## config.mk

```make
export PLATFORM = sky130hd
export DESIGN_NAME = i2s_bridge
export DESIGN_NICKNAME = d
export VERILOG_FILES = /design/src/rtl/i2s_pkg.sv /design/src/rtl/i2s_sync_edge.sv /design/src/rtl/i2s_bridge.sv
export SDC_FILE = /design/constraint.sdc
export NUM_CORES = 1
export LEC_CHECK = 0
export ABC_CLOCK_PERIOD_IN_PS = 2300
export CORE_MARGIN = 1.5
export CORE_UTILIZATION = 56
export DETAILED_ROUTE_END_ITERATION = 8
export MAX_ROUTING_LAYER = met4
export PLACE_DENSITY = 0.8
export SKIP_LAST_GASP = 1
export SYNTH_ARGS = -nofsm -noshare
export SYNTH_HDL_FRONTEND = slang
export SYNTH_SLANG_ARGS = --single-unit
```

## constraint.sdc

```tcl
create_clock -name clk -period 2.3 [get_ports clk]
set_input_delay 0.575 -clock clk [delete_from_list [all_inputs] [get_ports clk]]
set_output_delay 0.575 -clock clk [all_outputs]
set_load 0.02 [all_outputs]
```

## src/rtl/i2s_pkg.sv

```systemverilog
// Shared types and constants for the I2S bridge: channel encoding, receive
// sequencing states, default word/slot sizes and attenuation control width.
package i2s_pkg;

    typedef enum logic {
        CH_LEFT  = 1'b0,
        CH_RIGHT = 1'b1
    } channel_t;

    typedef enum logic [1:0] {
        RX_IDLE = 2'd0,
        RX_WAIT = 2'd1,
        RX_RUN  = 2'd2
    } rx_state_t;

    localparam int DEF_DATA_WIDTH = 24;
    localparam int DEF_SLOT_WIDTH = 32;
    localparam int ATTEN_WIDTH    = 4;

endpackage

```

## src/rtl/i2s_sync_edge.sv

```systemverilog
// Multi-stage synchroniser for one asynchronous input, with single-clk
// rise/fall strobes taken from the last two synchronised samples.
module i2s_sync_edge #(
    parameter int STAGES = 2
) (
    input  logic clk,
    input  logic rst_n,
    input  logic din,
    output logic sync,
    output logic rise,
    output logic fall
);

    logic [STAGES-1:0] chain;
    logic              prev;

    always_ff @(posedge clk or negedge rst_n) begin
        if (!rst_n) begin
            chain <= '0;
            prev  <= 1'b0;
        end else begin
            chain <= {chain[STAGES-2:0], din};
            prev  <= chain[STAGES-1];
        end
    end

    assign sync = chain[STAGES-1];
    assign rise = sync & ~prev;
    assign fall = ~sync & prev;

endmodule

```

## src/rtl/i2s_bridge.sv

```systemverilog
// I2S receive/retransmit bridge with per-channel holding registers and slot
// length checking. Optional attenuation port enabled by I2S_BRIDGE_ATTEN_EN.
//
// state   | meaning
// RX_IDLE | after reset, first bck rise records the current lrck level
// RX_WAIT | partial data ignored until lrck changes into a left slot
// RX_RUN  | words captured, slot lengths checked
module i2s_bridge
    import i2s_pkg::*;
#(
    parameter int DATA_WIDTH  = DEF_DATA_WIDTH,
    parameter int SLOT_WIDTH  = DEF_SLOT_WIDTH,
    parameter int SYNC_STAGES = 2
) (
    input  logic                   clk,
    input  logic                   rst_n,
    input  logic                   bck_in,
    input  logic                   lrck_in,
    input  logic                   data_in,
    output logic                   bck_out,
    output logic                   lrck_out,
    output logic                   data_out,
    output logic                   mclk_out,
    input  logic                   mute,
    input  logic                   err_clr,
`ifdef I2S_BRIDGE_ATTEN_EN
    input  logic [ATTEN_WIDTH-1:0] atten,
`endif
    output logic [DATA_WIDTH-1:0]  sample_l,
    output logic [DATA_WIDTH-1:0]  sample_r,
    output logic                   sample_valid,
    output logic                   frame_err
);

    localparam int CW = $clog2(SLOT_WIDTH + 2);
    localparam int TW = $clog2(DATA_WIDTH + 1);
    localparam logic [CW-1:0] DW_C   = CW'(DATA_WIDTH);
    localparam logic [CW-1:0] DW_M1  = CW'(DATA_WIDTH - 1);
    localparam logic [CW-1:0] SW_C   = CW'(SLOT_WIDTH);
    localparam logic [CW-1:0] SAT_C  = CW'(SLOT_WIDTH + 1);
    localparam logic [TW-1:0] TX_LEN = TW'(DATA_WIDTH);

    logic bck_s, bck_rise, bck_fall;
    logic lrck_s, lrck_rise_unused, lrck_fall_unused;
    logic [SYNC_STAGES-1:0] data_chain;
    logic data_s;

    assign mclk_out = clk;

    i2s_sync_edge #(.STAGES(SYNC_STAGES)) u_bck_sync (
        .clk(clk), .rst_n(rst_n), .din(bck_in),
        .sync(bck_s), .rise(bck_rise), .fall(bck_fall)
    );

    i2s_sync_edge #(.STAGES(SYNC_STAGES)) u_lrck_sync (
        .clk(clk), .rst_n(rst_n), .din(lrck_in),
        .sync(lrck_s), .rise(lrck_rise_unused), .fall(lrck_fall_unused)
    );

    always_ff @(posedge clk or negedge rst_n) begin
        if (!rst_n) data_chain <= '0;
        else        data_chain <= {data_chain[SYNC_STAGES-2:0], data_in};
    end
    assign data_s = data_chain[SYNC_STAGES-1];

    rx_state_t state, state_nxt;
    logic rx_primed, rx_run;
    logic lrck_prev_rx, lrck_chg;
    channel_t channel;
    logic [CW-1:0] bit_cnt;
    logic [DATA_WIDTH-1:0] rx_shift;
    logic word_done, short_err, long_err;

    assign lrck_chg = (lrck_s != lrck_prev_rx);

    always_ff @(posedge clk or negedge rst_n) begin
        if (!rst_n) state <= RX_IDLE;
        else        state <= state_nxt;
    end

    always_comb begin
        state_nxt = state;
        case (state)
            RX_IDLE: if (bck_rise) state_nxt = RX_WAIT;
            RX_WAIT: if (bck_rise && lrck_chg && lrck_s == CH_LEFT) state_nxt = RX_RUN;
            RX_RUN:  state_nxt = RX_RUN;
            default: state_nxt = RX_IDLE;
        endcase
    end

    always_comb begin
        rx_primed = (state != RX_IDLE);
        rx_run    = (state == RX_RUN);
    end

    // The bit sampled on the lrck-change rise belongs to the previous slot.
    always_ff @(posedge clk or negedge rst_n) begin
        if (!rst_n) begin
            lrck_prev_rx <= 1'b0;
            channel      <= CH_LEFT;
            bit_cnt      <= '0;
            rx_shift     <= '0;
            word_done    <= 1'b0;
        end else begin
            word_done <= 1'b0;
            if (bck_rise) begin
                lrck_prev_rx <= lrck_s;
                if (rx_primed && lrck_chg) begin
                    channel <= channel_t'(lrck_s);
                    bit_cnt <= '0;
                end else begin
                    if (bit_cnt < DW_C) rx_shift <= {rx_shift[DATA_WIDTH-2:0], data_s};
                    if (bit_cnt != SAT_C) bit_cnt <= bit_cnt + 1'b1;
                    word_done <= rx_run && (bit_cnt == DW_M1);
                end
            end
        end
    end

    assign short_err = bck_rise && rx_run && lrck_chg && (bit_cnt < DW_C);
    assign long_err  = bck_rise && rx_run && !lrck_chg && (bit_cnt == SW_C);

    always_ff @(posedge clk or negedge rst_n) begin
        if (!rst_n) begin
            sample_l     <= '0;
            sample_r     <= '0;
            sample_valid <= 1'b0;
            frame_err    <= 1'b0;
        end else begin
            if (word_done) begin
                if (channel == CH_LEFT) sample_l <= rx_shift;
                else                    sample_r <= rx_shift;
            end
            sample_valid <= word_done && (channel == CH_RIGHT);
            if (short_err || long_err) frame_err <= 1'b1;
            else if (err_clr)          frame_err <= 1'b0;
        end
    end

    logic [DATA_WIDTH-1:0] tx_sel, tx_word, tx_shift;
    logic [TW-1:0] tx_cnt;
    logic lrck_prev_tx;

    always_comb begin
        tx_sel = lrck_s ? sample_r : sample_l;
`ifdef I2S_BRIDGE_ATTEN_EN
        tx_word = DATA_WIDTH'($signed(tx_sel) >>> atten);
`else
        tx_word = tx_sel;
`endif
        if (mute) tx_word = '0;
    end

    always_ff @(posedge clk or negedge rst_n) begin
        if (!rst_n) begin
            bck_out      <= 1'b0;
            lrck_out     <= 1'b0;
            data_out     <= 1'b0;
            lrck_prev_tx <= 1'b0;
            tx_shift     <= '0;
            tx_cnt       <= '0;
        end else begin
            bck_out  <= bck_s;
            lrck_out <= lrck_s;
            if (bck_fall) begin
                lrck_prev_tx <= lrck_s;
                if (lrck_s != lrck_prev_tx) begin
                    tx_shift <= tx_word;
                    tx_cnt   <= '0;
                    data_out <= 1'b0;
                end else if (tx_cnt < TX_LEN) begin
                    data_out <= tx_shift[DATA_WIDTH-1];
                    tx_shift <= {tx_shift[DATA_WIDTH-2:0], 1'b0};
                    tx_cnt   <= tx_cnt + 1'b1;
                end else begin
                    data_out <= 1'b0;
                end
            end
        end
    end

endmodule

```

# Word level (Yosys, flattened, before mapping)
# Cells that the tools add are included.
# totals
register_bits	124
inputBits	7
output_inout_bits	54
elab_cells	80
# op_classes
addsub	2
n_lt_le_gt_ge	2
n_eq_ne	9
n_mux	17
bitwise	7
reduce_logical	24
# ops
cell	count
two-way mux 24 bit	4
two-way mux 6 bit	2
AND reduction 2 bit	6
logical AND 1 bit	10
two-way mux 5 bit	2
nonzero test 2 bit	4
adder 6 x 1 -> 6 bit, second input constant	1
== test 6 x 5 -> 1 bit, second input constant	1
== test 6 bit, second input constant	1
< comparator 6 x 5 -> 1 bit, second input constant	1
two-way mux 1 bit	6
!= test 6 bit, second input constant	1
one-hot mux 2 bit (3 select lines)	1
adder 5 x 1 -> 5 bit, second input constant	1
< comparator 5 bit, second input constant	1
NOT 1 bit	5
two-way mux 2 bit	2
!= test 2 bit, second input constant	2
AND reduction 3 bit	1
bitwise AND 1 bit	2
== test 2 x 1 -> 1 bit, second input constant	1
== test 2 bit, second input constant	1
logical NOT 2 bit	1
!= test 1 bit	2
2 further kinds	2

# Depth between registers and ports, before layout
# depth
word_depth	7
ltp_mapped	7
ltp_nobuf	5

# Modules after synthesis
# Synthesis repeated with hierarchy kept, for this count alone.
# unflattened
cells_unflattened	447
hier_area_um2	5764.3
# modules_own_cells
mod	instances	cells_per_inst	area_per_inst_um2	seq_area_each_um2
i2s_bridge	1	437	5584.1	3002.9
i2s_sync_edge	2	5	90.1	75.1

==> key figures <==
Setup path
  • Crit-path max FO: 3
  • CP bufs+invs: 1
  • CP peak stage delay: 680 ps
  • Critical Path AT: 1700 ps
  • Critical path class: reg -> out
  • Critical Path End Type: output pin
  • Worst Path Required: 1730 ps
  • Top delay family on crit path: buffers and inverters
  • Crit start category: register
  • Slowest cell on the critical path: clkdlybuf4s50_1
  • Cell Chain, Critical Path: clkdlybuf4s50_1

Power and ir drop
  • Leak Pwr: 3.177 nW
  • Switching share of power: 25.54%
  • Clock Power Share: 45.2%
  • Internal: 0.004690 W
  • Peak VDD IR: 0.6550 mV
  • Seq pwr share: a little over two fifths
  • PwrDens: 932.1 nW/um2
  • Design Power: approximately 0.0063 W
  • P_sw: between 0.0015 and 0.002 W
  • Comb power frac: 12.7%

Floorplan
  • Die width: approximately 100 um
  • Die Y: 100.9 um
  • Core box area: 9284 um2
  • Starting Density: 57.79%
  • Cell row count: 35
  • Num ports: 61
  • Die Footprint: between 10000 and 15000 um2

Logic synthesis
  • #FFs+latches synth: between 100 and 150
  • Average cell area after synthesis: ~13 um2
  • Syn Inst Count: 410
  • Ranking of synthesized cells by area: dfrtp_1 58%, mux2_2 12%, mux2_4 5.6%
  • Register area share after synthesis: 57.84%
  • Synth warnings: 0
  • Synthesized area: 5365 um2
  • Syn_nets: 424
  • Yosys top cell area share: between 50% and 60%
  • Yosys cell types: about 40
  • Dominant cell type by area after synthesis: dfrtp_1

Status
  • Status: complete, no violations

Cells and area
  • Most frequent cells in the layout: 123 x dfrtp_1, 57 x clkdlybuf4s50_1, 56 x mux2_2
  • Final instance count without filler cells: 621
  • NumNets Final: 494
  • Share of post-route cells with drive strength above 1: 25.81%
  • Commonest non-fill, non-tap cell in the layout: dfrtp_1
  • Antenna diodes: 0
  • Synth-to-Final Area Change: 25.96%

Detailed routing
  • Via/cell ratio: 5.647
  • First-pass DRT Iterations: 5
  • Final ANT Viol Nets: 0
  • Via count: 3507
  • Routed wire length: roughly 11 mm
  • Initial detailed-routing violation count: 269
  • Average wire per standard cell: roughly 18 um
  • Detailed-route DRC error count: 0

STA
  • TNS Setup: 0 ps
  • Final Skew: approximately 13 ps
  • Worst hold margin: ~20 ps
  • Max_slew headroom: between 50% and 60%
  • Highest clock rate: 440.5 MHz
  • RSZ-0062 raised after global routing: no
  • Final hold vios: 0
  • Slew Limit Fails: 0
  • Setup violators final: 0
  • Fin crit share: between 90% and 100%
  • Final Critical Period: 2270 ps
  • Worst Tran Pin Value: 674.0 ps

Global route
  • First-pass GRT wire length: 18.41 mm
  • Vias in the first global route: 3624
  • Pin count of the biggest net entering global routing: ~130
  • GRT Residual Overflow: 0
  • Total GRT Usage: 25.12%
  • Antenna violations before repair: 0

Place
  • HPWL Detailed: 6.683 mm
  • Port Buf Inserts: 60
  • Inst Count DP: between 500 and 600
  • GP Congestion: 0.7872

Clocking
  • Number of setup buffers added after CTS: 0
  • Clk_lat worst skew: about 620 ps
  • CTS tree: yes
  • Clock slew at reported path FFs: around 60 ps

Worst hold path
  • Hold/Removal Path Class: in -> async

Flow run
  • Number of max-cap violations: 0
registers in the layout, summed over array words and instances, names as in the netlist, 2 cells and up:
signal and count:
u_lrck_sync.chain 2, bit_cnt 6, u_bck_sync.chain 2, sample_r 24, tx_shift 24, tx_cnt 5, data_chain 2, state 2
sample_l 24, rx_shift 24
cell usage after synthesis:
cell	instances
xor2_1	2
mux2i_1	19
dfrtp_1	124
and3_1	1
xnor2_1	1
mux2_4	20
o21ai_0	7
o31ai_1	1
ha_1	7
a22o_1	4
xnor2_4	1
o21a_1	1
nor3_1	3
a41oi_1	1
nor4b_1	1
inv_1	8
nand2_1	50
nand3_1	9
a21oi_1	4
buf_2	3
and2_1	2
a21o_1	4
clkbuf_1	14
nand4b_1	2
o211ai_1	18
nor2_1	9
o22ai_1	1
o21ai_2	1
a221oi_1	4
nand2b_1	4
mux2_2	56
a211oi_1	4
buf_6	4
a22oi_1	4
nor2b_1	7
or3b_1	1
nor3b_1	1
o21bai_1	2
o22a_1	2
buf_4	2
o2bb2ai_1	1
metrics by stage:
step	worst slack, ps	cell area (um2)	util (%)
global route	7.927	6758	72.79
detailed placement	66.55	6117	65.89
global placement	66.55	6117	65.89
floorplan	437.8	5365	-
CTS	33.27	6755	72.76
finish	29.67	6758	72.79
area by class of cell:
| cell class | count | area (um2) |
|---|---|---|
| Clock buffer | 25 | 509.2 |
| Timing Repair Buffer | 70 | 698.2 |
| Sequential cell | 124 | 3104 |
| Multi-Input combinational cell | 255 | 2116 |
| Clock inverter | 10 | 138.9 |
| Tap cell | 129 | 161.4 |
| Inverter | 8 | 30.03 |
| Fill cell | 628 | 2526 |
worst paths after layout:
path | startpoint | to | slack, ps | cells after the start
max reg2reg | state[0] | rx_shift[1] | 220 | 6
min | rst_n | sample_valid | 20 | 2
max in group asynchronous | rst_n | u_lrck_sync.chain[1] | 1710 | 2
min reg2reg | u_bck_sync.chain[0] | u_bck_sync.chain[1] | 350 | 0
max | sample_r[22] | sample_r[22] | 30 | 1
min in group clk | u_bck_sync.chain[0] | u_bck_sync.chain[1] | 350 | 0
timing repair:
| action | in CTS | in global routing |
|---|---|---|
| resized for setup | 1 | 1 |
| hold buffers | 0 | 0 |
| setup endpoints to repair | 1 | 1 |
routing by layer:
layer | GRT usage, % | up-vias | share of wire, %
met3 | 7.559 | 25 | 5.1
met2 | 38.57 | 105 | 49
met1 | 30.67 | 1779 | 43
met5 | - | - | 0
met4 | 11.59 | 0 | 2.5
li1 | - | 1598 | -
power by group through the flow:
stage | Sequential, W | Combinational [W] | Clock, W
final | 0.00266 | 0.000797 | 0.00285
after global routing | 0.00269 | 0.000874 | 0.00300
after CTS | 0.00265 | 0.000802 | 0.00287
after detailed placement | 0.00268 | 0.000788 | 0.0000584
after global placement | 0.00266 | 0.000746 | 0.0000584
after floorplan | 0.00262 | 0.000588 | 0.0000508
cell families (layout without fill, tap and decap cells):
group           count (synthesis)  count (layout)  share of synthesized area [%]
compound gates                 59              59                          8.023
xor+xnor                        4               4                          1.003
fa+ha+maj                       7               7                          1.632
buf+inv                        31             113                          2.938
flops                         124             124                          57.84
mux                            95              95                          20.90
simple gates                   90              90                          7.672
No activity file was read; power rests on OpenSTA's default activity.
